`config.mk`:
```
export PLATFORM = sky130hd
export DESIGN_NAME = fetch_decode_ctrl_flat
export DESIGN_NICKNAME = d
export VERILOG_FILES = /design/src/rtl/fetch_decode_if.sv /design/src/rtl/fetch_decode_ctrl.sv /design/src/flat_wrapper.sv
export SDC_FILE = /design/constraint.sdc
export NUM_CORES = 1
export LEC_CHECK = 0
export CORE_MARGIN = 3
export CORE_UTILIZATION = 40
export CTS_CLUSTER_DIAMETER = 150
export DETAILED_ROUTE_END_ITERATION = 6
export PLACE_DENSITY = 0.76
export SYNTH_ARGS = -nofsm -noshare
export SYNTH_HDL_FRONTEND = slang
export SYNTH_SLANG_ARGS = --single-unit
```
`constraint.sdc`:
```
create_clock -name clk -period 1.9 [get_ports clk]
set_input_delay 0.38 -clock clk [delete_from_list [all_inputs] [get_ports clk]]
set_output_delay 0.38 -clock clk [all_outputs]
set_load 0.02 [all_outputs]
```
`src/rtl/fetch_decode_if.sv`:
```
// fetch_decode_if: instruction-memory fetch port plus the decoded fields driven into the store stage
interface fetch_decode_if;
  logic [31:0] imem_addr;
  logic        imem_req;
  logic        imem_valid;
  logic [31:0] imem_rdata;
  logic [15:0] instruction;
  logic [31:0] Read_register1;
  logic [31:0] Read_register2;
  logic        write_enable;
  modport master (
    output imem_addr, imem_req, instruction, Read_register1, Read_register2, write_enable,
    input  imem_valid, imem_rdata
  );
  modport slave (
    input  imem_addr, imem_req, instruction, Read_register1, Read_register2, write_enable,
    output imem_valid, imem_rdata
  );
endinterface

```
`src/rtl/fetch_decode_ctrl.sv`:
```
// fetch_decode_ctrl: FETCH/DECODE/EXEC/MEM sequencer for SW/LW; define PERF_CNT_EN to build retired/stall counters
module fetch_decode_ctrl #(
  parameter logic [31:0] PC_RESET      = 32'h0000_0000,
  parameter int          FETCH_TIMEOUT = 15
) (
  input  logic           clk,
  input  logic           reset,
  input  logic           run,
  fetch_decode_if.master bus,
  output logic           busy,
  output logic           illegal,
  output logic           timeout,
  output logic [15:0]    retired_cnt,
  output logic [15:0]    stall_cnt
);
  typedef enum logic [2:0] {IDLE, FETCH, DECODE, EXEC, MEM, HALT} state_t;
  state_t      state;
  logic [31:0] pc, ir, pc_next;
  logic [7:0]  wait_cnt;
  logic        is_sw, is_lw, is_nop;
  assign pc_next = {pc[31:2] + 30'd1, pc[1:0]};
  assign is_sw = ir[31:26] == 6'h2B;
  assign is_lw = ir[31:26] == 6'h23;
  assign is_nop = ir == 32'h0;
  assign bus.imem_addr = pc;
  // sequencer: one state per cycle; outputs change on the same edges as the state
  always_ff @(posedge clk) begin
    if (reset) begin
      state <= IDLE;
      pc <= PC_RESET;
      ir <= '0;
      wait_cnt <= '0;
      bus.imem_req <= 1'b0;
      bus.instruction <= '0;
      bus.Read_register1 <= '0;
      bus.Read_register2 <= '0;
      bus.write_enable <= 1'b0;
      busy <= 1'b0;
      illegal <= 1'b0;
      timeout <= 1'b0;
    end else begin
      case (state)
        IDLE: if (run) begin
          state <= FETCH;
          bus.imem_req <= 1'b1;
          busy <= 1'b1;
          wait_cnt <= '0;
        end
        FETCH: if (bus.imem_valid) begin
          ir <= bus.imem_rdata;
          bus.imem_req <= 1'b0;
          state <= DECODE;
        end else if (wait_cnt == 8'(FETCH_TIMEOUT - 1)) begin
          timeout <= 1'b1;
          bus.imem_req <= 1'b0;
          busy <= 1'b0;
          state <= HALT;
        end else begin
          wait_cnt <= wait_cnt + 8'd1;
        end
        DECODE: begin
          bus.instruction <= ir[15:0];
          bus.Read_register1 <= {27'd0, ir[25:21]};
          bus.Read_register2 <= {27'd0, ir[20:16]};
          if (is_sw || is_lw) begin
            state <= EXEC;
          end else begin
            illegal <= illegal | ~is_nop;
            pc <= pc_next;
            state <= run ? FETCH : IDLE;
            bus.imem_req <= run;
            busy <= run;
            wait_cnt <= '0;
          end
        end
        EXEC: begin
          bus.write_enable <= is_sw;
          state <= MEM;
        end
        MEM: begin
          bus.write_enable <= 1'b0;
          pc <= pc_next;
          state <= run ? FETCH : IDLE;
          bus.imem_req <= run;
          busy <= run;
          wait_cnt <= '0;
        end
        HALT: ;
        default: state <= IDLE;
      endcase
    end
  end
`ifdef PERF_CNT_EN
  logic retire, stall;
  assign retire = state == MEM || (state == DECODE && is_nop);
  assign stall = state == FETCH && !bus.imem_valid;
  // retire and fetch-stall counters, free-running modulo 2^16
  always_ff @(posedge clk) begin
    if (reset) begin
      retired_cnt <= '0;
      stall_cnt <= '0;
    end else begin
      retired_cnt <= retired_cnt + {15'd0, retire};
      stall_cnt <= stall_cnt + {15'd0, stall};
    end
  end
`else
  assign retired_cnt = 16'h0;
  assign stall_cnt = 16'h0;
`endif
endmodule

```
`src/flat_wrapper.sv`:
```
// flat-port wrapper written by rule: the top's interface ports become plain ports
module fetch_decode_ctrl_flat 
#(
  parameter logic [31:0] PC_RESET      = 32'h0000_0000,
  parameter int          FETCH_TIMEOUT = 15
)
  (clk, reset, run, busy, illegal, timeout, retired_cnt, stall_cnt, bus_imem_addr, bus_imem_req, bus_instruction, bus_Read_register1, bus_Read_register2, bus_write_enable, bus_imem_valid, bus_imem_rdata);
  fetch_decode_if bus_i ();
  input  logic clk;
  input  logic reset;
  input  logic run;
  output logic busy;
  output logic illegal;
  output logic timeout;
  output logic [15:0] retired_cnt;
  output logic [15:0] stall_cnt;
  output wire logic [$bits(bus_i.imem_addr)-1:0] bus_imem_addr;
  output wire logic [$bits(bus_i.imem_req)-1:0] bus_imem_req;
  output wire logic [$bits(bus_i.instruction)-1:0] bus_instruction;
  output wire logic [$bits(bus_i.Read_register1)-1:0] bus_Read_register1;
  output wire logic [$bits(bus_i.Read_register2)-1:0] bus_Read_register2;
  output wire logic [$bits(bus_i.write_enable)-1:0] bus_write_enable;
  input wire logic [$bits(bus_i.imem_valid)-1:0] bus_imem_valid;
  input wire logic [$bits(bus_i.imem_rdata)-1:0] bus_imem_rdata;
  assign bus_imem_addr = bus_i.imem_addr;
  assign bus_imem_req = bus_i.imem_req;
  assign bus_instruction = bus_i.instruction;
  assign bus_Read_register1 = bus_i.Read_register1;
  assign bus_Read_register2 = bus_i.Read_register2;
  assign bus_write_enable = bus_i.write_enable;
  assign bus_i.imem_valid = bus_imem_valid;
  assign bus_i.imem_rdata = bus_imem_rdata;
  fetch_decode_ctrl #(.PC_RESET(PC_RESET), .FETCH_TIMEOUT(FETCH_TIMEOUT)) u_core (.clk(clk), .reset(reset), .run(run), .bus(bus_i), .busy(busy), .illegal(illegal), .timeout(timeout), .retired_cnt(retired_cnt), .stall_cnt(stall_cnt));
endmodule
```
Yosys cells after proc, flatten, opt, wreduce, memory -nomap -nowiden
Cells that the tools add are included.

Word-level logic and storage cells: 68. Register bits after elaboration: 104.

Add/sub/neg operators: 2. Eq/ne operators: 14. Muxes and demuxes: 21. Bitwise gates (word level): 5. Reductions and logical operators: 14.

Operators by type and width (number): 32-bit case mux with 2 select lines (1); 32-bit zero test (1); 32-bit 2-to-1 mux (1); 8-bit 2-to-1 mux (4); 8-bit case mux with 4 select lines (1); 30-bit by 1-bit adder with 30-bit output (second input constant) (1); 3-bit case mux with 6 select lines (1); 6-bit equality test (second input constant) (2); 3-bit 2-to-1 mux (4); 5-bit AND reduction (2); 8-bit by 1-bit adder with 8-bit output (second input constant) (1); 8-bit by 4-bit equality test with 1-bit output (second input constant) (1); 2-bit != test (second input constant) (4); 1-bit case mux with 4 select lines (2); 3-bit by 2-bit equality test with 1-bit output (second input constant) (2); 3-bit equality test (second input constant) (2); 1-bit 2-to-1 mux (6); 2-bit AND reduction (3); 3-bit AND reduction (2); 1-bit inverter (4); 4-bit AND reduction (1); 2-bit nonzero test (2); 4-bit nonzero test (1); 3-bit by 1-bit equality test with 1-bit output (second input constant) (1); 6 further kinds (6).

Depth between registers and ports, before layout
Depth in word-level cells: 4. Depth in mapped cells: 8. Gate-level depth less buffers: 6.

Worst setup path after synthesis
Ideal clock, no wire load.

Kind: register to register. From: reg u_core.state[2]. To: reg u_core.wait_cnt[4]. Clock period less this slack: 1813 ps. Setup time: 60 ps. Arrival time: 1753 ps. Slack: 87 ps. Cell stages (with the launch flop): 8. Path through: dfxtp_1 buf_6 or3b_1 buf_6 a21oi_4 nor2_2 or4b_1 nand2_1.

Cells in the longest elaborated chain, start to end: 3. Elaborated cells between the ends (all ways): 11. Those cells by class: eq/ne: 7; mux: 1; reduce/logical: 3.

Ends and longest elaborated chain: start: declaration (line fetch_decode_ctrl.sv:17) `state_t state;`; start signal: assignment (line fetch_decode_ctrl.sv:70) `state <= run ? FETCH : IDLE;`; start signal: assignment (line fetch_decode_ctrl.sv:83) `state <= run ? FETCH : IDLE;`; 3-bit by 2-bit equality test with 1-bit output (tied with other cells) (line fetch_decode_ctrl.sv:42) `case (state)`; 2-bit != test (no line) or 4-bit nonzero test (tied branches); 5-bit AND reduction (no line); end signal: assignment (line fetch_decode_ctrl.sv:59) `wait_cnt <= wait_cnt + 8'd1;`; end: declaration (line fetch_decode_ctrl.sv:19) `logic [7:0] wait_cnt;`.

Several ways; a longest one is shown, not always the timed one. A chain may end at the register's enable or synchronous reset.

Worst setup path in the final report
From: reg u_core.pc[24] (netlist: u_core.bus.imem_addr[24]). To: out bus_imem_addr[24].

RTL lines: start: declaration (line fetch_decode_ctrl.sv:18) `logic [31:0] pc, ir, pc_next;`; start signal: assignment (line fetch_decode_ctrl.sv:69) `pc <= pc_next;`; start signal: assignment (line fetch_decode_ctrl.sv:82) `pc <= pc_next;`; end: declaration (line flat_wrapper.sv:17) `output wire logic [$bits(bus_i.imem_addr)-1:0] bus_imem_addr;`.

No word-level cell between the ends.

==> out/qor.txt <==
Distinct cell type count after synthesis = 49
Pre-CTS setup slack = -0.272 ns
Cell family with most CP delay = buffers and inverters
GRT Overall Usage = 16.2%
Vias in the first global route = 3,762
Final period util = 95.1%
Worst skew pair latency = 0.35 ns
CP required = 1.52 ns
Vias = 4,214
CP peak stage delay = 0.64 ns
Remaining DRCs = 0
Most common cell in the netlist = nand2_1
Io pins = 185
Status = completed
CTS hold repair buffers = 0
Max_cap viols = 0
Die W = 118 microns
Ratio of cells with drive above 1 in the final layout = 7.87%
DPL Wire Length = 8100 microns
Largest net degree at the start of global routing = 33
Gpl congestion = 0.819
Clock Skew = 0.00796 ns
Static Leak = 2.34 nW
Final nets = 771
Hold path start = reset
CTS tree = yes
Area grow syn2layout = 26.0%
Min Hold Slack = 0.370 ns
First DRT Iteration DRCs = 248
FF-to-FF path depth = 7
Gate Count Post-Synth = 629
Core Area = 12,100 sq um
Post-synthesis async set-or-reset flop share = 0%
Worst path bufs/invs = 1
Post-synthesis cell area = 5000 sq um
Wirelength, routed = 11,400 microns
Proportion of netlist area held by the largest area contributor = 41.7%
Post-synth EDFFs = 0
Hold EP = u_core.wait_cnt[1]
Shortest period the worst path allows = 1.81 ns
Vias/cell = 4.66
Critical Path Source Type = flip-flop
Reg2reg end = u_core.bus.imem_addr[30]
Setup CP Type = flip-flop to primary output
Antenna diode count = 0
Count of state elements after synthesis = 104
Crit-path slowest cell = clkdlybuf4s50_1
Global-route wire length before repair = 18,500 microns
Yosys top cell by area = dfxtp_1
CTS buffer count = 9
Peak VDD IR = 540 uV
Critical-path cell list = clkdlybuf4s50_1
Setup_tns = 0 ns
Row Count = 40
Crit path DAT = 1.43 ns
Clk buf depth = 2
Port bufs = 96
Reg2Reg Setup Slack = 0.14 ns
Placed Area = 5920 sq um
Hold Crit Depth = 2
Max-slew violations = 0
Die Area = 13,900 sq um
Worst R2R Start = u_core.ir[27]
Initial antenna violation count = 0
CP Max Fanout = 7
Setup-failing EPs final = 0
Post-synthesis sequential area ratio = 41.7%
Detail Route Antenna Nets = 0
HP Class = input port to flip-flop
Synth area leaders = dfxtp_1 42%, buf_4 13%, nand2_1 9.8%
Most used DFF post-synth = dfxtp_1
Worst setup path startpoint = u_core.bus.imem_addr[24]
Max Clk Rate = 553 MHz
Clock sink count = 104
Die Y = 118 microns
Hold Fails Final Rpt = 0
Synth Area per Inst = 7.95 sq um
Final WS setup = 0.0930 ns
YS warnings = 0
H-tree levels = 3
Post-route design area = 6300 sq um
Clock transition at the registers of the reported paths = 0.07 ns
Pwr Density = 771 nW/um^2
Grt ovf = 0
Nature of the critical path endpoint = primary output
Pre-antenna DRT Iters = 4
Initial core utilization = 41.3%
Drt wl/cell = 12.6 microns
Unrepaired setup endpoints after global routing = false
Most common library cells after synthesis = 131 x nand2_1, 104 x dfxtp_1, 88 x buf_4
CTS Root Cell = clkbuf_16
-- layout by cell type (no fill, tap or decap), types with 3 or more instances in the layout --
| master | n |
|---|---|
| conb_1 | 88 |
| nand2_1 | 131 |
| nor4_1 | 12 |
| clkbuf_16 | 9 |
| dfxtp_1 | 102 |
| ha_1 | 3 |
| nand3_1 | 15 |
| xor2_1 | 17 |
| or3_1 | 13 |
| nor2_1 | 33 |
| inv_1 | 6 |
| a21oi_1 | 76 |
| and3_1 | 10 |
| xnor2_1 | 5 |
| nor3_1 | 5 |
| clkdlybuf4s50_1 | 95 |
| o21ai_0 | 17 |
| buf_4 | 28 |
| a21boi_1 | 3 |
| nand4_1 | 16 |
| and2_1 | 5 |
-- logic make-up after synthesis --
| family | share of synthesized area, % |
|---|---|
| flip-flops | 41.7 |
| AO/OA/AOI/OAI | 12.6 |
| other | 0.0750 |
| buffers and inverters | 16.6 |
| adder cells (fa/ha/maj) | 0.751 |
| multiplexers | 0.200 |
| AND/OR/NAND/NOR | 24.3 |
| XOR/XNOR | 3.85 |
-- metal layers --
layer | wire, microns | vias up | global-route usage [%] | part of all wire [%]
met5 | 0 | - | 0 | 0
met4 | 149 | 0 | 5.64 | 1.3
met3 | 863 | 11 | 5.77 | 7.6
met2 | 5380 | 124 | 25.5 | 47
met1 | 5020 | 1930 | 20.7 | 44
li1 | - | 2149 | - | -
-- what timing repair did --
item,CTS,global route
setup endpoints to repair,4,10
hold endpoints to repair,0,0
gates resized for setup,0,6
setup buffers,1,2
-- cell type report --
class,instances,area (sq um)
clock buffers,10,239
well taps,168,210
inverters,6,22.5
clock inverters,6,97.6
repair buffers,126,1210
multi-input cells,485,2430
flip-flops and latches,104,2080
fillers,1203,5810
-- where the power goes --
group / internal, mW / leakage (nW) / switching, mW
Combinational: 0.181 / 1.33 / 0.350
Sequential: 2.22 / 0.842 / 0.0340
Clock: 1.21 / 0.166 / 0.860
-- worst max path at each step --
stage | to | depth (start not counted)
finish | bus_imem_addr[24] | 1
global route | u_core.wait_cnt[4] | 5
CTS | u_core.bus.imem_addr[31] | 7
detailed placement | u_core.wait_cnt[4] | 6
global placement | u_core.wait_cnt[4] | 6
floorplan | u_core.wait_cnt[4] | 7
-- registers in the layout, indices dropped and copies added, names as in the netlist --
signal,count
u_core.wait_cnt,8
u_core.busy,1
u_core.bus.imem_req,1
u_core.bus.Read_register1,5
u_core.bus.write_enable,1
u_core.state,3
u_core.illegal,1
u_core.ir,32
u_core.timeout,1
u_core.bus.Read_register2,5
u_core.bus.instruction,16
u_core.bus.imem_addr,30
-- per-stage QoR --
stage	cells	total power [mW]	util, %
floorplan	716	2.79	-
global placement	886	2.82	48.8
detailed placement	886	2.82	48.8
CTS	903	4.90	51.7
global route	905	5.04	52.0
finish	905	4.86	52.0
Power figures use the tool's default switching activity.
